==> src/rtl/pc_fetch_seq.sv <==
// Program counter and instruction-fetch sequencer: req/ack fetch to memory, valid/taken to decoder.
// Define CALL_STACK_EN to build the STACK_D-entry return stack for Call/Ret.
module pc_fetch_seq #(
  parameter int            AW        = 8,
  parameter int            IW        = 16,
  parameter logic [AW-1:0] RESET_VEC = '0,
  parameter int            STACK_D   = 4
) (
  input  logic          Clk,
  input  logic          Rst_n,
  output logic          MemReq,
  output logic [AW-1:0] MemAddr,
  input  logic          MemAck,
  input  logic [IW-1:0] MemData,
  output logic          IrValid,
  output logic [IW-1:0] Ir,
  output logic [AW-1:0] Pc,
  input  logic          IrTaken,
  input  logic          Jump,
  input  logic [AW-1:0] JumpAddr,
  input  logic          Call,
  input  logic          Ret,
  output logic          StackErr
);

  // state | meaning
  // IDLE  | out of reset; first fetch issued next cycle
  // REQ   | fetch outstanding, MemReq held high until MemAck
  // HOLD  | Ir/Pc valid, waiting for the decoder
  typedef enum logic [1:0] {IDLE, REQ, HOLD} stateT;

  stateT         state, stateD;
  logic [AW-1:0] memAddrQ, memAddrD;
  logic [IW-1:0] irQ, irD;
  logic [AW-1:0] pcQ, pcD;
  logic          irValidQ, irValidD;
  logic          pendQ, pendD;
  logic [AW-1:0] tgtQ, tgtD;

  logic          redir;
  logic [AW-1:0] redirAddr;

`ifdef CALL_STACK_EN
  localparam int SPW = $clog2(STACK_D + 1);
  localparam int IXW = (STACK_D > 1) ? $clog2(STACK_D) : 1;

  logic [AW-1:0]  stack [STACK_D];
  logic [SPW-1:0] sp;
  logic [SPW-1:0] spDec;
  logic           doPush, doPop, errSet, stackErrQ;

  assign spDec = sp - 1'b1;

  // Ret beats Call beats Jump; an empty pop still redirects, to the reset vector
  always_comb begin
    redir     = 1'b0;
    redirAddr = JumpAddr;
    doPush    = 1'b0;
    doPop     = 1'b0;
    errSet    = 1'b0;
    if (Ret) begin
      redir = 1'b1;
      if (sp == '0) begin
        redirAddr = RESET_VEC;
        errSet    = 1'b1;
      end else begin
        redirAddr = stack[spDec[IXW-1:0]];
        doPop     = 1'b1;
      end
    end else if (Call) begin
      redir = 1'b1;
      if (sp == SPW'(STACK_D)) errSet = 1'b1;
      else                     doPush = 1'b1;
    end else if (Jump) begin
      redir = 1'b1;
    end
  end

  always_ff @(posedge Clk or negedge Rst_n) begin
    if (!Rst_n) begin
      sp        <= '0;
      stackErrQ <= 1'b0;
    end else begin
      if (doPush)     sp <= sp + 1'b1;
      else if (doPop) sp <= spDec;
      if (errSet) stackErrQ <= 1'b1;
    end
  end

  always_ff @(posedge Clk) begin
    if (doPush) stack[sp[IXW-1:0]] <= pcQ + 1'b1;
  end

  assign StackErr = stackErrQ;
`else
  localparam int unusedStackDepth = STACK_D;
  logic unusedRet;

  assign unusedRet = Ret;
  assign redir     = Jump | Call;
  assign redirAddr = JumpAddr;
  assign StackErr  = 1'b0;
`endif

  always_ff @(posedge Clk or negedge Rst_n) begin
    if (!Rst_n) begin
      state    <= IDLE;
      memAddrQ <= RESET_VEC;
      irQ      <= '0;
      pcQ      <= RESET_VEC;
      irValidQ <= 1'b0;
      pendQ    <= 1'b0;
      tgtQ     <= RESET_VEC;
    end else begin
      state    <= stateD;
      memAddrQ <= memAddrD;
      irQ      <= irD;
      pcQ      <= pcD;
      irValidQ <= irValidD;
      pendQ    <= pendD;
      tgtQ     <= tgtD;
    end
  end

  always_comb begin
    stateD   = state;
    memAddrD = memAddrQ;
    irD      = irQ;
    pcD      = pcQ;
    irValidD = irValidQ;
    pendD    = pendQ;
    tgtD     = tgtQ;
    unique case (state)
      IDLE: begin
        if (redir) memAddrD = redirAddr;
        stateD = REQ;
      end
      REQ: begin
        // MemAddr must stay put while the request is open, so a redirect is parked
        if (MemAck) begin
          if (redir || pendQ) begin
            memAddrD = redir ? redirAddr : tgtQ;
            pendD    = 1'b0;
          end else begin
            irD      = MemData;
            pcD      = memAddrQ;
            irValidD = 1'b1;
            stateD   = HOLD;
          end
        end else if (redir) begin
          tgtD  = redirAddr;
          pendD = 1'b1;
        end
      end
      HOLD: begin
        if (redir) begin
          irValidD = 1'b0;
          memAddrD = redirAddr;
          stateD   = REQ;
        end else if (IrTaken) begin
          irValidD = 1'b0;
          memAddrD = pcQ + 1'b1;
          stateD   = REQ;
        end
      end
      default: stateD = IDLE;
    endcase
  end

  assign MemReq  = (state == REQ);
  assign MemAddr = memAddrQ;
  assign IrValid = irValidQ;
  assign Ir      = irQ;
  assign Pc      = pcQ;

endmodule
==> config.mk <==
export PLATFORM = sky130hd
export DESIGN_NAME = pc_fetch_seq
export DESIGN_NICKNAME = d
export VERILOG_FILES = /design/src/rtl/pc_fetch_seq.sv
export SDC_FILE = /design/constraint.sdc
export NUM_CORES = 1
export LEC_CHECK = 0
export BUFFER_PORTS_ARGS = -buffer_cell sky130_fd_sc_hd__buf_4
export CORE_MARGIN = 5
export CORE_UTILIZATION = 55
export DETAILED_ROUTE_END_ITERATION = 10
export PLACE_DENSITY = 0.9
export SYNTH_ARGS = -nofsm -noshare
export SYNTH_HDL_FRONTEND = slang
export SYNTH_SLANG_ARGS = --single-unit
==> constraint.sdc <==
create_clock -name Clk -period 3.2 [get_ports Clk]
set_input_delay 0.32 -clock Clk [delete_from_list [all_inputs] [get_ports Clk]]
set_output_delay 0.32 -clock Clk [all_outputs]
set_load 0.1 [all_outputs]
# Word-level counts from Yosys, hierarchy flattened
# Cells that the tools add are included.
[op_classes]
add_sub_neg = 1
n_eq_ne = 8
n_mux = 20
n_bitwise = 3
reduce_logical = 11
[ops]
columns = ["cell", "count"]
rows = [
  ["8-bit two-way mux", 6],
  ["8-bit one-hot mux with 3 select lines", 1],
  ["3-bit AND reduction", 3],
  ["8-bit by 1-bit adder with 8-bit output (second input constant)", 1],
  ["2-bit two-way mux", 4],
  ["1-bit two-way mux", 7],
  ["2-bit by 1-bit != test with 1-bit output (second input constant)", 3],
  ["2-bit one-hot mux with 3 select lines", 1],
  ["5-bit AND reduction", 1],
  ["2-bit != test (second input constant)", 2],
  ["4-bit AND reduction", 1],
  ["2-bit nonzero test", 2],
  ["3-bit != test (second input constant)", 1],
  ["3-bit nonzero test", 1],
  ["2-bit by 1-bit equality test with 1-bit output (second input constant)", 1],
  ["2-bit equality test (second input constant)", 1],
  ["2-bit logical NOT", 1],
  ["1-bit inverter", 2],
  ["1-bit one-hot mux with 2 select lines", 1],
  ["2-bit AND reduction", 1],
  ["1-bit logical OR", 1],
  ["1-bit bitwise OR", 1],
]
[word_totals]
ff_bits = 44
input_bits = 31
output_inout_bits = 35
elab_cells = 50

# Logic depth before layout (Yosys ltp)
[depth]
word_depth = 5
depth_mapped = 9
depth_no_buf = 7

# Least setup slack after synthesis
# OpenSTA, ideal clock, no wires.
[synth_timing]
path_type = "register to register"
start = "register state[1]"
end = "register pcQ[4] (netlist: Pc[4])"
setup_ps = 126
arrival_time_ps = 2568
required_time_ps = 3074
setup_slack_ps = 506
stages_incl_launch_ff = 8
path_buffers = 2
synth_period_minus_slack_ps = 2694
path_cell_list = "dfrtp_1 -> inv_1 -> ha_1 -> buf_6 -> inv_4 -> nor4_4 -> buf_6 -> mux2_2"
[synth_via]
elab_chain_cells = 2
[synth_lines]
columns = ["item", "line", "rtl"]
rows = [
  ["from (decl)", "32", "stateT state, stateD;"],
  ["from (signal assigned)", "115", "state <= stateD;"],
  ["2-bit by 1-bit equality test with 1-bit output", "-", ""],
  ["named net MemReq", "11", "output logic MemReq,"],
  ["3-bit AND reduction (no source line)", "-", ""],
  ["to (signal assigned)", "118", "pcQ <= pcD;"],
  ["to (decl)", "35", "logic [AW-1:0] pcQ, pcD;"],
]
# The timed path passes the listed nets, and every way through them passes these cells.
# A chain may end at the register's enable or synchronous reset.

# Worst setup path in the final report
[layout_timing]
start = "register state[0]"
end = "register memAddrQ[7] (netlist: MemAddr[7])"
[layout_via]
elab_chain_cells = 3
elab_cells_between_ends = 10
classes_between = "6 x eq/ne; 1 x mux; 3 x reduce/logical"
[layout_lines]
columns = ["item", "line", "rtl"]
rows = [
  ["2-bit equality test (tied with other cells)", "133", "unique case (state)"],
  ["3-bit != test (no source line) (tied with other cells)", "-", ""],
  ["5-bit AND reduction (no source line)", "-", ""],
  ["to (signal assigned)", "116", "memAddrQ <= memAddrD;"],
  ["to (decl)", "33", "logic [AW-1:0] memAddrQ, memAddrD;"],
]
# Several ways; a longest one is shown, not always the timed one.

==> qor.yml <==
logic_synthesis:
  syn_area_um2: 2155
  synth_edf_count: 0
  ys_ff_latch: 44
  yosys_warnings: 0
  avgSynthCellArea_um2: 11.71
  ys.flop_type: "dfrtp_1"
  postSynth.asyncResetShare: 1.000
  ys_types: 39
  synth-seq-area-share: 0.5110
  syn-instance-count: 184
  syn_nets: 220
clocking:
  clockBufferDepth: 2
  cts_resized: 0
  cts.sinks: 44
  cts_setup_buffers: 0
  cts_buffers: 5
  h-tree-depth: 2
  clkSlewWorstSetupHoldPaths_ns: 0.09
  cts_hold_buf: 0
  root_buffer: "clkbuf_8"
  clock_latency_ns: 0.30
  cts_tree: "built"
die:
  core_area_um2: 3716
  start_util: 0.5798
  num_rows: 22
  die_h_um: 72.59
  die_width_um: 72.59
  die_area_um2: 5269
  io_pins: 66
layout:
  drive_gt1_frac: 0.4234
  area_delta_synth_final_pct: 27.00
  layout_common_cells: "65 x buf_4, 44 x dfrtp_1, 28 x mux2_2, 19 x o21ai_0, 11 x nand2_1"
  final_util: 0.7364
  insertedDiodeCount: 0
  finalNetCount: 283
  final_common_cell: "buf_4"
  fin_cells: 296
route:
  drt_wl_total_um: 4714
  antenna_left: 0
  drt-initial-drc-count: 99
  via_per_inst: 5.611
  wl_per_cell_um: 15.93
  drc_errors: 0
  firstDrtPassIters: 4
  vias: 1661
sta:
  hold_viol_final: 0
  slew_viol_final: 0
  fmax_mhz: 415.5
  skew_ns: 0.009647
  worstMarginPinSlew_ns: 0.6313
  layout_min_cycle_time_ns: 2.407
  tns_ns: 0
  layout_worst_path_cycle_share: 0.7521
  relSlewSlack: 0.5779
  setup_viol: 0
  rsz0062_at_grt: "no"
  hold_slack_ns: 0.001013
critical_path:
  critPathSlowestCell: "nand3b_1"
  cp-end-kind: "register"
  cp_max_fo: 17
  startpoint_type: "register"
  worstSetupPathType: "reg2reg"
  cp_slowest_stage_delay_ns: 0.52
  required_ns: 3.40
  cp_cell_sequence: "inv_1 -> ha_1 -> nor4b_1 -> a21oi_1 -> nand3b_1 -> nor2_1 -> a211oi_1"
  crit_arrival_ns: 2.60
grt:
  antenna_found_initial: 0
  grt_pass1_wl_um: 7907
  grt_start_max_net_pins: 45
  globalRouteTotalUtil: 0.1940
  grt_pass1_vias: 1635
  gr-total-overflow: 0
place:
  io_buffer_count: 63
  place.gp.congestion: 0.8536
  placed_cells: 288
  dp_hpwl_um: 3533
run_status:
  status: "completed"
min_path:
  min_path_type: "in2async"
job:
  drv_cap: 0
==> synthesized netlist by cell type, types with 2 or more instances <==
| master | count | area (um^2) |
|---|---|---|
| nand4_1 | 2 | 12.51 |
| ha_1 | 5 | 62.56 |
| o22ai_1 | 3 | 18.77 |
| buf_6 | 3 | 33.78 |
| a21o_1 | 2 | 15.01 |
| nor2_1 | 4 | 15.01 |
| mux2_1 | 4 | 45.04 |
| o21ai_1 | 2 | 10.01 |
| o31ai_1 | 4 | 30.03 |
| o21a_1 | 2 | 15.01 |
| mux2_2 | 28 | 315.3 |
| dfrtp_1 | 44 | 1101 |
| inv_1 | 4 | 15.01 |
| buf_2 | 3 | 15.01 |
| nor2b_1 | 2 | 12.51 |
| a21oi_1 | 10 | 50.05 |
| a311oi_1 | 2 | 17.52 |
| mux2i_1 | 5 | 50.05 |
| clkbuf_1 | 2 | 7.510 |
| nand3_1 | 3 | 15.01 |
| o21ai_0 | 19 | 95.09 |
| a31oi_1 | 2 | 12.51 |
| xor2_1 | 3 | 26.28 |
| nand2_1 | 11 | 41.29 |
==> logic make-up (layout without fill, tap and decap cells) <==
| group | Yosys count | after routing | synth area share |
|---|---|---|---|
| multiplexers | 37 | 37 | 0.1905 |
| flip-flops | 44 | 44 | 0.5110 |
| buffers and inverters | 14 | 78 | 0.03949 |
| adder cells (fa/ha/maj) | 5 | 5 | 0.02904 |
| AO/OA/AOI/OAI | 48 | 48 | 0.1301 |
| XOR/XNOR | 4 | 4 | 0.01626 |
| AND/OR/NAND/NOR | 31 | 31 | 0.08188 |
| other | 1 | 1 | 0.001740 |
==> layout make-up <==
type	count	area (um^2)
flip-flops and latches	44	1101
repair buffers	65	488.0
inverters	5	21.27
well taps	48	60.06
fillers	280	979.7
clock inverters	2	15.01
multi-input cells	126	968.4
clock buffers	6	82.58
==> worst max-delay path: cells and delay by family, from the launching register on <==
kind,cells,cell delay (ns)
AND/OR/NAND/NOR,3,1.04
adder cells (fa/ha/maj),1,0.38
buffers and inverters,1,0.09
AO/OA/AOI/OAI,2,0.38
flip-flops,1,0.42
==> state kept, by name, summed over array words and instances (netlist names) <==
name / count
Ir: 16
Pc: 8
tgtQ: 8
pendQ: 1
IrValid: 1
MemAddr: 8
state: 2
==> worst paths after layout <==
| check | depth (start not counted) | start | end | slack (ns) |
|---|---|---|---|---|
| worst max-delay path | 7 | state[0] | MemAddr[7] | 0.79 |
| worst min-delay path | 1 | Rst_n | MemAddr[2] | 0.001 |
| worst max register to register | 7 | state[0] | MemAddr[7] | 0.79 |
| worst min register to register | 1 | Ir[14] | Ir[14] | 0.49 |
| max in group asynchronous | 1 | Rst_n | tgtQ[2] | 2.82 |
| min in group Clk | 2 | MemAck | pendQ | 0.21 |
==> stage by stage <==
stage	area (um^2)	worst slack (ns)
after global placement	2639	0.9079
after floorplan	2155	0.5059
after detailed placement	2639	0.8559
after global routing	2736	0.4592
after CTS	2736	0.7964
final	2736	0.7934
==> metal layers <==
metal | GRT usage | routed length, um
met1 | 0.2460 | 1927
met3 | 0.05096 | 334
met2 | 0.3257 | 2374
met5 | 0 | 0
met4 | 0.05738 | 78
Power is left out: the tool's default activity adds up to more than one toggle a clock period on the data nets, which glitch-free logic cannot reach.
